[src/rtl/arbiter_request_buffer.sv]
// arbiter_request_buffer
// Requester-side front end for a round-robin switch arbiter. Each requester
// owns a small circular flit FIFO; every non-empty FIFO raises a request line,
// and the arbiter's one-hot grant pops the granted head onto a single
// registered output. Illegal grants are refused and latched in a sticky flag.
module arbiter_request_buffer #(
  parameter int NUM_REQS   = 4,
  parameter int DEPTH      = 4,
  parameter int DATA_WIDTH = 32
) (
  input  logic                           clk,
  input  logic                           reset,
  input  logic [NUM_REQS-1:0]            in_valid,
  input  logic [NUM_REQS*DATA_WIDTH-1:0] in_data,
  output logic [NUM_REQS-1:0]            in_ready,
  output logic [NUM_REQS-1:0]            requests,
  input  logic [NUM_REQS-1:0]            grants,
  output logic                           out_valid,
  output logic [DATA_WIDTH-1:0]          out_data,
  output logic [$clog2(NUM_REQS)-1:0]    out_src,
  output logic                           grant_error
);

  localparam int PTR_W = $clog2(DEPTH);
  localparam int CNT_W = $clog2(DEPTH + 1);
  localparam int SRC_W = $clog2(NUM_REQS);

  // Per-requester FIFO state. DEPTH is a power of two, so the pointers wrap
  // naturally at PTR_W bits.
  logic [DATA_WIDTH-1:0] mem_q    [NUM_REQS][DEPTH];
  logic [PTR_W-1:0]      rd_ptr_q [NUM_REQS];
  logic [PTR_W-1:0]      rd_ptr_d [NUM_REQS];
  logic [PTR_W-1:0]      wr_ptr_q [NUM_REQS];
  logic [PTR_W-1:0]      wr_ptr_d [NUM_REQS];
  logic [CNT_W-1:0]      cnt_q    [NUM_REQS];
  logic [CNT_W-1:0]      cnt_d    [NUM_REQS];

  // Registered output side.
  logic                  out_valid_q,   out_valid_d;
  logic [DATA_WIDTH-1:0] out_data_q,    out_data_d;
  logic [SRC_W-1:0]      out_src_q,     out_src_d;
  logic                  grant_error_q, grant_error_d;

  logic [NUM_REQS-1:0]   push;
  logic [NUM_REQS-1:0]   pop;
  logic                  grant_legal;
  logic [SRC_W-1:0]      grant_idx;
  logic [DATA_WIDTH-1:0] head_data;

  // Request and ready lines come from registered counts only, so a
  // combinational arbiter can sit on requests->grants without a loop.
  always_comb begin : req_ready_c
    // NOTE: every always_comb output gets a default before any conditional
    // logic, so no path leaves it unassigned and no latch is inferred.
    requests = '0;
    in_ready = '0;
    for (int i = 0; i < NUM_REQS; i++) begin
      requests[i] = (cnt_q[i] != '0);
      in_ready[i] = (cnt_q[i] != CNT_W'(DEPTH)) & reset;
    end
  end

  // Grant is legal when zero or one-hot onto a requesting FIFO; only a legal
  // grant pops. Also encodes the grant index and selects the head flit.
  always_comb begin : grant_c
    grant_legal = ((grants & (grants - NUM_REQS'(1))) == '0) &&
                  ((grants & ~requests) == '0);
    pop         = grant_legal ? grants : '0;
    grant_idx   = '0;
    head_data   = '0;
    for (int i = 0; i < NUM_REQS; i++) begin
      if (pop[i]) begin
        grant_idx = SRC_W'(i);
        head_data = mem_q[i][rd_ptr_q[i]];
      end
    end
  end

  // Next-state for pointers, counts and the registered output.
  always_comb begin : next_state_c
    push = in_valid & in_ready;
    for (int i = 0; i < NUM_REQS; i++) begin
      rd_ptr_d[i] = rd_ptr_q[i] + PTR_W'(pop[i]);
      wr_ptr_d[i] = wr_ptr_q[i] + PTR_W'(push[i]);
      cnt_d[i]    = cnt_q[i] + CNT_W'(push[i]) - CNT_W'(pop[i]);
    end
    out_valid_d   = |pop;
    out_data_d    = (|pop) ? head_data : out_data_q;
    out_src_d     = (|pop) ? grant_idx : out_src_q;
    grant_error_d = grant_error_q | ~grant_legal;
  end

  // FIFO storage write port.
  // NOTE: the flit array has no reset; validity is tracked entirely by the
  // pointers and counts, so clearing the storage would buy nothing.
  always_ff @(posedge clk) begin : mem_write_ff
    for (int i = 0; i < NUM_REQS; i++) begin
      if (push[i]) begin
        mem_q[i][wr_ptr_q[i]] <= in_data[i*DATA_WIDTH +: DATA_WIDTH];
      end
    end
  end

  // Control and output registers with asynchronous active-low reset.
  always_ff @(posedge clk or negedge reset) begin : state_ff
    if (!reset) begin
      for (int i = 0; i < NUM_REQS; i++) begin
        rd_ptr_q[i] <= '0;
        wr_ptr_q[i] <= '0;
        cnt_q[i]    <= '0;
      end
      out_valid_q   <= 1'b0;
      out_data_q    <= '0;
      out_src_q     <= '0;
      grant_error_q <= 1'b0;
    end else begin
      // NOTE: sequential state uses non-blocking assignments so every flop
      // samples the pre-edge values, independent of statement order.
      for (int i = 0; i < NUM_REQS; i++) begin
        rd_ptr_q[i] <= rd_ptr_d[i];
        wr_ptr_q[i] <= wr_ptr_d[i];
        cnt_q[i]    <= cnt_d[i];
      end
      out_valid_q   <= out_valid_d;
      out_data_q    <= out_data_d;
      out_src_q     <= out_src_d;
      grant_error_q <= grant_error_d;
    end
  end

  assign out_valid   = out_valid_q;
  assign out_data    = out_data_q;
  assign out_src     = out_src_q;
  assign grant_error = grant_error_q;

endmodule

[config.mk]
export PLATFORM = sky130hd
export DESIGN_NAME = arbiter_request_buffer
export DESIGN_NICKNAME = d
export VERILOG_FILES = /design/src/rtl/arbiter_request_buffer.sv
export SDC_FILE = /design/constraint.sdc
export NUM_CORES = 1
export LEC_CHECK = 0
export BUFFER_PORTS_ARGS = -buffer_cell sky130_fd_sc_hd__buf_2
export CAP_MARGIN = 15
export CELL_PAD_IN_SITES_DETAIL_PLACEMENT = 0
export CELL_PAD_IN_SITES_GLOBAL_PLACEMENT = 2
export CORE_UTILIZATION = 48
export CTS_BUF_LIST = sky130_fd_sc_hd__clkbuf_4 sky130_fd_sc_hd__clkbuf_8
export CTS_CLUSTER_SIZE = 40
export DETAILED_ROUTE_END_ITERATION = 8
export PLACE_DENSITY = 0.83
export SLEW_MARGIN = 15
export SYNTH_ARGS = -nofsm -noshare
export SYNTH_HDL_FRONTEND = slang
export SYNTH_SLANG_ARGS = --single-unit
[constraint.sdc]
create_clock -name clk -period 4.2 [get_ports clk]
set_input_delay 1.05 -clock clk [delete_from_list [all_inputs] [get_ports clk]]
set_output_delay 1.05 -clock clk [all_outputs]
set_load 0.05 [all_outputs]
# Word-level counts from Yosys, hierarchy flattened
# Memory sizes are Yosys's and may differ from the RTL's.
# Cells that the tools add are included.
[totals]
word_cells = 116
memories = 1
inputBits = 138
out_inout_bits = 44
romBits = 0
latchBits = 0
register_bits = 64
mem_bits_rw = 512
[classes]
n_eq_ne = 4
add_sub_neg = 17
order_cmp = 12
reduce_logical = 12
shifts = 0
bitwise = 18
n_mux = 36
multipliers = 0
div = 0
[mem_list]
columns = ["memory", "words", "width", "rd", "rd_ports_with_merged_regs", "write_ports", "line", "source"]
rows = [
  ["mem_q", 4, 128, 4, 0, 4, "30", "logic [DATA_WIDTH-1:0] mem_q [NUM_REQS][DEPTH];"],
]
[op_table]
columns = ["operator", "count"]
rows = [
  ["$mux 128", 4],
  ["$mux 32", 16],
  ["$bmux 32 s2", 4],
  ["$demux 32 s2", 4],
  ["$ge 3x3->1 const B", 8],
  ["$not 2->3", 8],
  ["$add 2x1->2", 8],
  ["$add 3x1->3", 4],
  ["$and 4x4->4", 3],
  ["$lt 3x1->1 const B", 4],
  ["$ne 3x3->1 const B", 4],
  ["$reduce_bool 3->1", 4],
  ["$sub 3x1->3", 4],
  ["$logic_not 4->1", 2],
  ["$logic_and 1x1->1", 5],
  ["$mux 1", 5],
  ["$and 1x1->1", 4],
  ["$mux 2", 2],
  ["$mux 4", 1],
  ["$not 4->4", 1],
  ["$reduce_or 4->1", 1],
  ["$sub 4x1->4 const B", 1],
  ["$not 1->1", 1],
  ["$or 1x1->1", 1],
]

# Longest topological paths before layout
# Gate-level depths: netlist (run 1).
[logic_depth]
ltp_word = 10
mapped_depth = 12
ltp_nobuf = 11

# Least setup slack after synthesis (run 1)
# OpenSTA, ideal clock, no wires.
[synth_path]
kind = "input to register"
from = "in reset"
to = "mem mem_q[1][32] (netlist bit), enable pin"
cell_stages = 3
arrival_ns = 4.998
setup_time_ns = 0.468
setup_slack_ns = -1.266
n_path_buf = 0
required_time_ns = 3.732
cell_sequence = "a21boi_0 -> nand2_1 -> nor3b_1"
[synth_rtl]
columns = ["element", "line", "source"]
rows = [
  ["start: declaration", "12", "input logic reset,"],
  ["end: declaration", "30", ""],
]

==> reports/summary.md, run 1 <==
The total I/O pin count is 182, and the floorplan die width is 216 um. The number of different library cells used by synthesis comes to 33. The half-perimeter wire length after detailed placement is 31100 um, and the maximum number of buffers from clock root to sink is 3.

The total CTS buffers is 92, and the pre-CTS worst setup slack is 0.520 ns. Relative to the synthesized area, the layout overhead comes to 16.9%. The library cell contributing the largest single delay on the critical path is or4b_4. The number of global-route vias before repair was 11260. The first routing iteration left 910 violations.

The critical path is of the register to register type. Maximum number of pins on one net before global-route repair: 46. For the global-route usage over all layers, the log shows 0.212. The worst hold path class was input pin to async pin. For the worst-skew pair, the clock arrives at the later sink with an insertion delay of 0.65 ns. The first global-routing pass estimated 71200 um of wire. The post-route minimum period is 3.02 ns, and the highest ir drop seen on vdd is 411 uV.

Row generation in the floorplan step produced 77 rows. The run gives 0.775 as the share of the yosys chip area belonging to registers. The run gives 2 as the initial antenna violation count.

The die height was 216 um. Using the TritonRoute via totals, the vias-per-cell ratio works out to 5.63. The run gives 9.03 nW as the leakage power summed over all cells.

The residual DRC count was 0; the number of buffers inserted to repair setup after CTS was 0. Dividing the detail-routed wire length by the instance count gives 24.6 um. The run gives 0.404 as the worst slew margin relative to its limit.

The number of I/O port buffers is 181, and the remaining antenna violation count is 0. Clock skew on the completed layout was measured at 0.0252 ns. The tools report the final number of max-transition violations as 0.

For this run the aggregate overflow at the end of global routing stands at 0. For this run, the number of Yosys warnings is 0. The root buffer selected by CTS is clkbuf_8.

For the number of hold violations in the final report, the log shows 0. Setup repair after global routing left no endpoint under its margin. Clock transition at the registers of the reported paths: 0.06 ns. For the worst setup path, the data required time is 4.72 ns. The run gives 11053 as the routed via count. The total negative slack for setup checks was 0 ns; the proportion of layout cells with a drive suffix above 1 was 0.377.

After clock tree synthesis, the flow added hold-fix buffers numbering 0. The effective utilization at floorplan is 0.491. Setup violations remaining at the end of the flow were counted as 0. Once routing completed, OpenROAD measured the worst setup slack at 1.18 ns.

CTS built an H-tree with a depth of 3. The number of standard cells after synthesis was 1037. The first detailed-routing pass took 5 iterations.

Among cell families on the critical path, the largest total delay comes from adder cells. Summed over all layers, the routed wires come to 48300 um. STA classifies the critical path startpoint as a register. The total buffers and inverters traversed by the critical path was 2; the post-cts resize count was 0.

CTS saw 576 sinks. When the netlist entered floorplanning its net count stood at 1195. For the pin with the worst max-slew slack, the measured transition is 0.894 ns. After floorplanning, the core was sized to cover 44600 um2. The synthesized design contains 576 register bits.

A synthesized cell averages 21.1 um2. The maximum single-stage delay on the critical path works out to 0.57 ns. The power density of the placed cells is 663 nW/um2.

The kind of capture point of the worst setup path was a register. The data arrival time at the worst-slack endpoint was 3.54 ns. Along the worst path, the maximum fanout reaches 7. The run finished with clean final reports.

The logs give 1448 for the net count reported at finish and 0 for the number of max-cap violations. Derived from the worst setup path, the maximum achievable clock frequency is 331 MHz. The final clock period utilization by the worst path was 0.719; the mapped cell area was 21900 um2.

Routability-driven placement finished with a final weighted congestion of 0.759. TritonCTS built the clock tree. The signal on the critical path passes through or4b_4 -> a22oi_4 -> a22o_1 -> nor2_1 -> ha_1 -> inv_1 -> ha_1 -> inv_1 -> fa_1 -> xnor2_1 -> xnor2_1.

The floorplan step defined a die boundary enclosing 46500 um2.
==> cell type report <==
type | count | area, um2
clock inverters | 29 | 198
multi-input cells | 387 | 4740
fillers | 3327 | 19000
repair buffers | 214 | 1160
inverters | 19 | 71.3
flip-flops and latches | 576 | 17000
well taps | 592 | 741
diodes | 2 | 5.00
clock buffers | 144 | 1730
==> metal layers <==
layer / GRT usage / wire length (um) / part of all wire
met5: 0 / 0 / 0
met2: 0.348 / 24400 / 0.50
met4: 0.0660 / 835 / 0.017
met1: 0.286 / 20100 / 0.42
met3: 0.0441 / 3020 / 0.062
==> worst reg2reg max path, cell delays in order (launching register included) <==
cell and delay [ns]:
dfrtp_1 0.42, or4b_4 0.57, a22oi_4 0.27, a22o_1 0.36
nor2_1 0.11, ha_1 0.30, inv_1 0.06, ha_1 0.13
inv_1 0.05, fa_1 0.37, xnor2_1 0.15, xnor2_1 0.12
==> per-stage QoR <==
| step | area (um2) | util | hold slack (ns) | power [mW] | cells |
|---|---|---|---|---|---|
| finish | 25600 | 0.574 | 0.291 | 17.0 | 1963 |
| global route | 25600 | 0.574 | 0.266 | 17.7 | 1963 |
| CTS | 25600 | 0.574 | 0.248 | 17.2 | 1961 |
| detailed placement | 23700 | 0.531 | 0.466 | 12.4 | 1788 |
| global placement | 23700 | 0.531 | 0.458 | 12.3 | 1788 |
| floorplan | 22000 | - | 0.455 | 10.9 | 1037 |
==> flip-flops by register name (all words and copies together) (netlist names) <==
name,cells
grant_error,1
out_data,32
out_valid,1
rd_ptr_q,8
cnt_q,12
mem_q,512
wr_ptr_q,8
out_src,2
==> cells by family after synthesis <==
kind of cell / Yosys count / synth area share
mux: 139 / 0.130
compound gates: 119 / 0.0418
buf+inv: 74 / 0.0139
xor+xnor: 16 / 0.00640
fa+ha+maj: 20 / 0.0128
simple gates: 93 / 0.0200
flops: 576 / 0.775
==> power by group <==
part | switching (mW) | leakage, nW | internal (mW) | total, mW
Combinational | 2.44 | 2.62 | 1.85 | 4.29
Sequential | 0.726 | 5.39 | 7.12 | 7.84
Clock | 2.11 | 1.02 | 2.74 | 4.85
==> worst paths after layout <==
path / start / end / slack, ns / cells after the start
worst max-delay path: cnt_q[11] / cnt_q[5] / 1.18 / 11
worst min-delay path: reset / wr_ptr_q[2] / 0.29 / 1
worst max register to register: cnt_q[11] / cnt_q[5] / 1.18 / 11
worst min register to register: grant_error / grant_error / 0.48 / 1
max in group asynchronous: reset / rd_ptr_q[0] / 2.94 / 2
min in group clk: grant_error / grant_error / 0.48 / 1
==> placed cells by master, fill, tap and decap left out, types with 2 or more instances in the layout <==
cell        count
bufinv_16       2
a32oi_1        11
xor2_1          9
nor2_1         24
clkinv_2        8
a22o_1         22
mux2i_1        22
a22oi_1        42
clkinv_1       13
and3_1          5
edfxtp_1      512
a211o_1        11
buf_2         180
ha_1           16
nor3b_4         4
dfrtp_1        58
xnor2_1         7
a21oi_1        11
a21boi_0        4
nor2_2          4
fa_1            4
nand2b_1       12
clkbuf_8      103
nor3_4          4
o22ai_1        11
clkbuf_4       41
or3_1           4
nand2_1        32
dfrtp_2         6
inv_1          18
clkinvlp_4      5
mux4_2        117
diode_2         2
o21ai_0         4
buf_4          34
==> synth_stat cells <==
cell       count  area share
and3_1         5      0.0014
xor2_1         9      0.0036
ha_1          16      0.0091
inv_2          1     0.00017
a22o_1        22      0.0088
clkbuf_1      32      0.0055
buf_4          1     0.00034
nor2_1        28      0.0048
dfrtp_1       64       0.073
inv_1         18      0.0031
or3_1          4      0.0011
fa_1           4      0.0037
edfxtp_1     512        0.70
a21oi_1       12      0.0027
nand2b_1      12      0.0034
a32oi_1       11      0.0044
mux2i_1       22       0.010
a211o_1       11      0.0044
nor3b_1        5      0.0017
o21ai_0        4     0.00091
or4b_4         1     0.00063
buf_1          3     0.00051
o2bb2ai_2      1     0.00069
nand2_1       32      0.0055
a22oi_4        1     0.00097
or2_2          1     0.00029
a21boi_0       4      0.0014
xnor2_1        7      0.0028
o22ai_1       11      0.0031
mux4_2       117        0.12
buf_2         19      0.0043
nor3_1         5      0.0011
a22oi_1       42       0.014
Power figures use the tool's default switching activity.
==> run 2: changes to the inputs <==
==> constraint.sdc (replaced) <==
create_clock -name clk -period 3.05 [get_ports clk]
set_input_delay 0.7625 -clock clk [delete_from_list [all_inputs] [get_ports clk]]
set_output_delay 0.7625 -clock clk [all_outputs]
set_load 0.05 [all_outputs]
==> reports/summary.md, run 2 (synthesized netlist as in run 1, its figures left out) <==
The residual DRC count is 0 (unchanged). Reported net switching power: 7.36 mW (+40%). The post-route minimum period was 2.87 ns.

The die area is 46500 um2 (unchanged), and the worst slew margin relative to its limit is 0.420 (+0.0163). The maximum number of pins on one net before global-route repair is 51 (+11%). Data required time of the critical path: 2.29 ns (-2.43 ns). In the layout the commonest cells are edfxtp_1 (512), buf_2 (180), mux4_2 (117), clkbuf_8 (93), dfrtp_1 (60).

The final non-filler cell total is 1977 (+0.71%), and the final hold slack is 0.314 ns (+0.0232 ns). The number of global-route vias before repair was 11476 (+1.9%). Number of I/O port buffers: 181 (unchanged). The global-route usage over all layers came out at 0.216 (+0.00434). The tools report the deepest level of the CTS H-tree as 3 (unchanged). Clock transition at the registers of the reported paths: 0.06 ns (about the same).

The logs give 0.756 (-0.45%) for the final weighted congestion in routability-driven placement and 0.0338 ns (+0.00859 ns) for the largest clock skew in the final design. The number of flip-flops in the largest register is 512 (unchanged). The total I/O pin count came out at 182 (unchanged). STA classifies the critical path startpoint as an input pin. The initial antenna violation count is 8 (+6). Leaving out fill and tap cells, the most frequent cell in the layout is edfxtp_1. TritonCTS built the clock tree. The clock latency at the later pin of the worst-skew pair came out at 0.66 ns (about the same). Via count normalized by instance count: 5.54 (-1.7%).

Maximum number of buffers from clock root to sink: 3 (unchanged). For the top achievable clock speed, the log shows 349 MHz. Wire length of the first global-routing pass: 72300 um (+1.5%).

The number of max-cap violations came out at 0 (unchanged). The proportion of layout cells with a drive suffix above 1 was 0.375 (-0.00237); the total CTS buffers was 90 (-2.2%). Die height: 216 um (unchanged).

The tools report the data arrival time at the worst-slack endpoint as 2.10 ns (-1.44 ns). The final number of max-transition violations was 0 (unchanged). The run gives 584 uV (+42%) as the highest ir drop seen on vdd. The worst-margin pin slew came out at 0.867 ns (-0.0276 ns).

The number of sinks on the clock net was 576 (unchanged). Final number of setup-violating endpoints: 0 (unchanged). The logs give 0.451 (-0.011) for the power share of the sequential group and 16.0 mW (+36%) for the internal power component. The post-route core utilization was 0.579 (+0.00471).

The combinational group share of total power is 0.275 (+0.022), and the DRC violation total after the first TritonRoute iteration is 885 (-2.7%). The net switching fraction of the power was 0.315 (+0.00480); the number of rows created at floorplan was 77 (unchanged). Walking the worst path, the cells encountered are dlygate4sd3_1 -> buf_4 -> a21boi_2 -> buf_2.

The final global-route overflow total was 0 (unchanged); the power density of the placed cells was 904 nW/um2 (+36%). The net count reported at finish came out at 1468 (+1.4%). Setup repair after global routing left no endpoint under its margin. The effective utilization at floorplan is 0.491 (unchanged). STA classifies the critical path endpoint as an output pin. Root buffer selected by CTS: clkbuf_8. The worst setup path is of the input pin to output pin kind.

The run gives 44600 um2 (unchanged) as the total core area. The library cell contributing the largest single delay on the critical path is dlygate4sd3_1. Routed via count: 10943 (-1.0%).

The floorplan die width is 216 um (unchanged). The run gives 0 (unchanged) as the number of hold violations in the final report. Mean routed wirelength per cell: 24.7 um (+0.32%).

The worst hold path class is input pin to register. Maximum single-stage delay on the critical path: 0.56 ns (about the same). Total wire length: 48800 um (+1.0%). The half-perimeter wire length after detailed placement is 32600 um (+4.9%), and the final clock period utilization by the worst path is 0.940.

The run gives 9.09 nW (+0.71%) as the leakage power summed over all cells. The run gives 1809 (+1.2%) as the cell count after placement. The remaining antenna violation count is 0 (unchanged).

The flow ran to the end, and the final reports show no timing, DRC or antenna violations. The highest fanout seen on the critical path was 9 (+2); the area growth from synthesis to layout was 17.9%. The run gives 0.273 (-0.012) as the power share of the clock group. The tools report the detailed-routing iteration count for the pre-antenna-repair pass as 7 (+2).
-- run 2: changes by cell type in the layout (fill, tap and decap cells not counted), moves of 3 or more --
| cell | delta |
|---|---|
| buf_4 | +10 |
| inv_6 | +4 |
| clkbuf_4 | -17 |
| clkbuf_8 | -10 |
| nor2_4 | +4 |
| buf_12 | +11 |
| clkinv_1 | +17 |
| a21boi_2 | +4 |
| nor2_2 | -4 |
| clkinvlp_4 | -3 |
| a21boi_0 | -4 |
-- run 2: final cells by class --
class,instances,area (um2)
multi-input cells,387,4780
inverters,19,71.3
repair buffers,236,1460
clock buffers,117,1460
well taps,592,741
diodes,2,5.00
flip-flops and latches,576,17000
clock inverters,48,327
fillers,3286,18800
-- run 2: per-stage QoR --
| stage | TNS (ns) | instance area (um2) | total power [mW] | setup slack (ns) |
|---|---|---|---|---|
| after floorplan | -0.00345 | 22100 | 15.0 | -0.00227 |
| final | 0 | 25800 | 23.3 | 0.183 |
| after detailed placement | -0.0814 | 24000 | 17.3 | -0.0468 |
| after global placement | -0.0554 | 24000 | 17.1 | -0.0411 |
| after global routing | 0 | 25800 | 24.4 | 0.130 |
| after CTS | 0 | 25800 | 23.7 | 0.142 |
-- run 2: power by group through the flow --
| stage | logic [mW] | clock network (mW) | registers (mW) |
|---|---|---|---|
| 2_1_floorplan | 3.89 | 0 | 11.1 |
| 3_3_place_gp | 6.49 | 0 | 10.7 |
| 3_5_place_dp | 6.55 | 0 | 10.7 |
| 4_1_cts | 6.56 | 6.53 | 10.6 |
| 5_1_grt | 6.86 | 6.88 | 10.7 |
| 6_report | 6.42 | 6.38 | 10.5 |
-- run 2: routing by layer --
metal	vias to the layer above	GRT usage	routed length, um
met5	-	0	49
met1	5650	0.282	19400
met2	365	0.356	24900
met4	8	0.0771	1130
li1	4843	-	-
met3	77	0.0513	3320
-- run 2: final timing paths --
| check | from | to | slack, ns | cells after the start |
|---|---|---|---|---|
| setup / recovery | reset | in_ready[3] | 0.18 | 4 |
| hold / removal | in_data[43] | mem_q[1][75] | 0.31 | 1 |
| setup reg to reg | cnt_q[11] | cnt_q[5] | 0.33 | 11 |
| hold reg to reg | cnt_q[5] | cnt_q[5] | 0.52 | 1 |
| max in group asynchronous | reset | rd_ptr_q[0] | 1.54 | 3 |
| min in group asynchronous | reset | rd_ptr_q[7] | 0.53 | 2 |
-- run 2: critical path, delay by kind of cell --
kind	cells	cell delay (ns)
AO/OA/AOI/OAI	1	0.26
buffers and inverters	3	1.07
-- run 2: what timing repair did --
item / CTS / global route
hold buffers: 1 / 0
gates resized for setup: 0 / 0
hold endpoints to repair: 3 / 0
setup buffers: 0 / 0
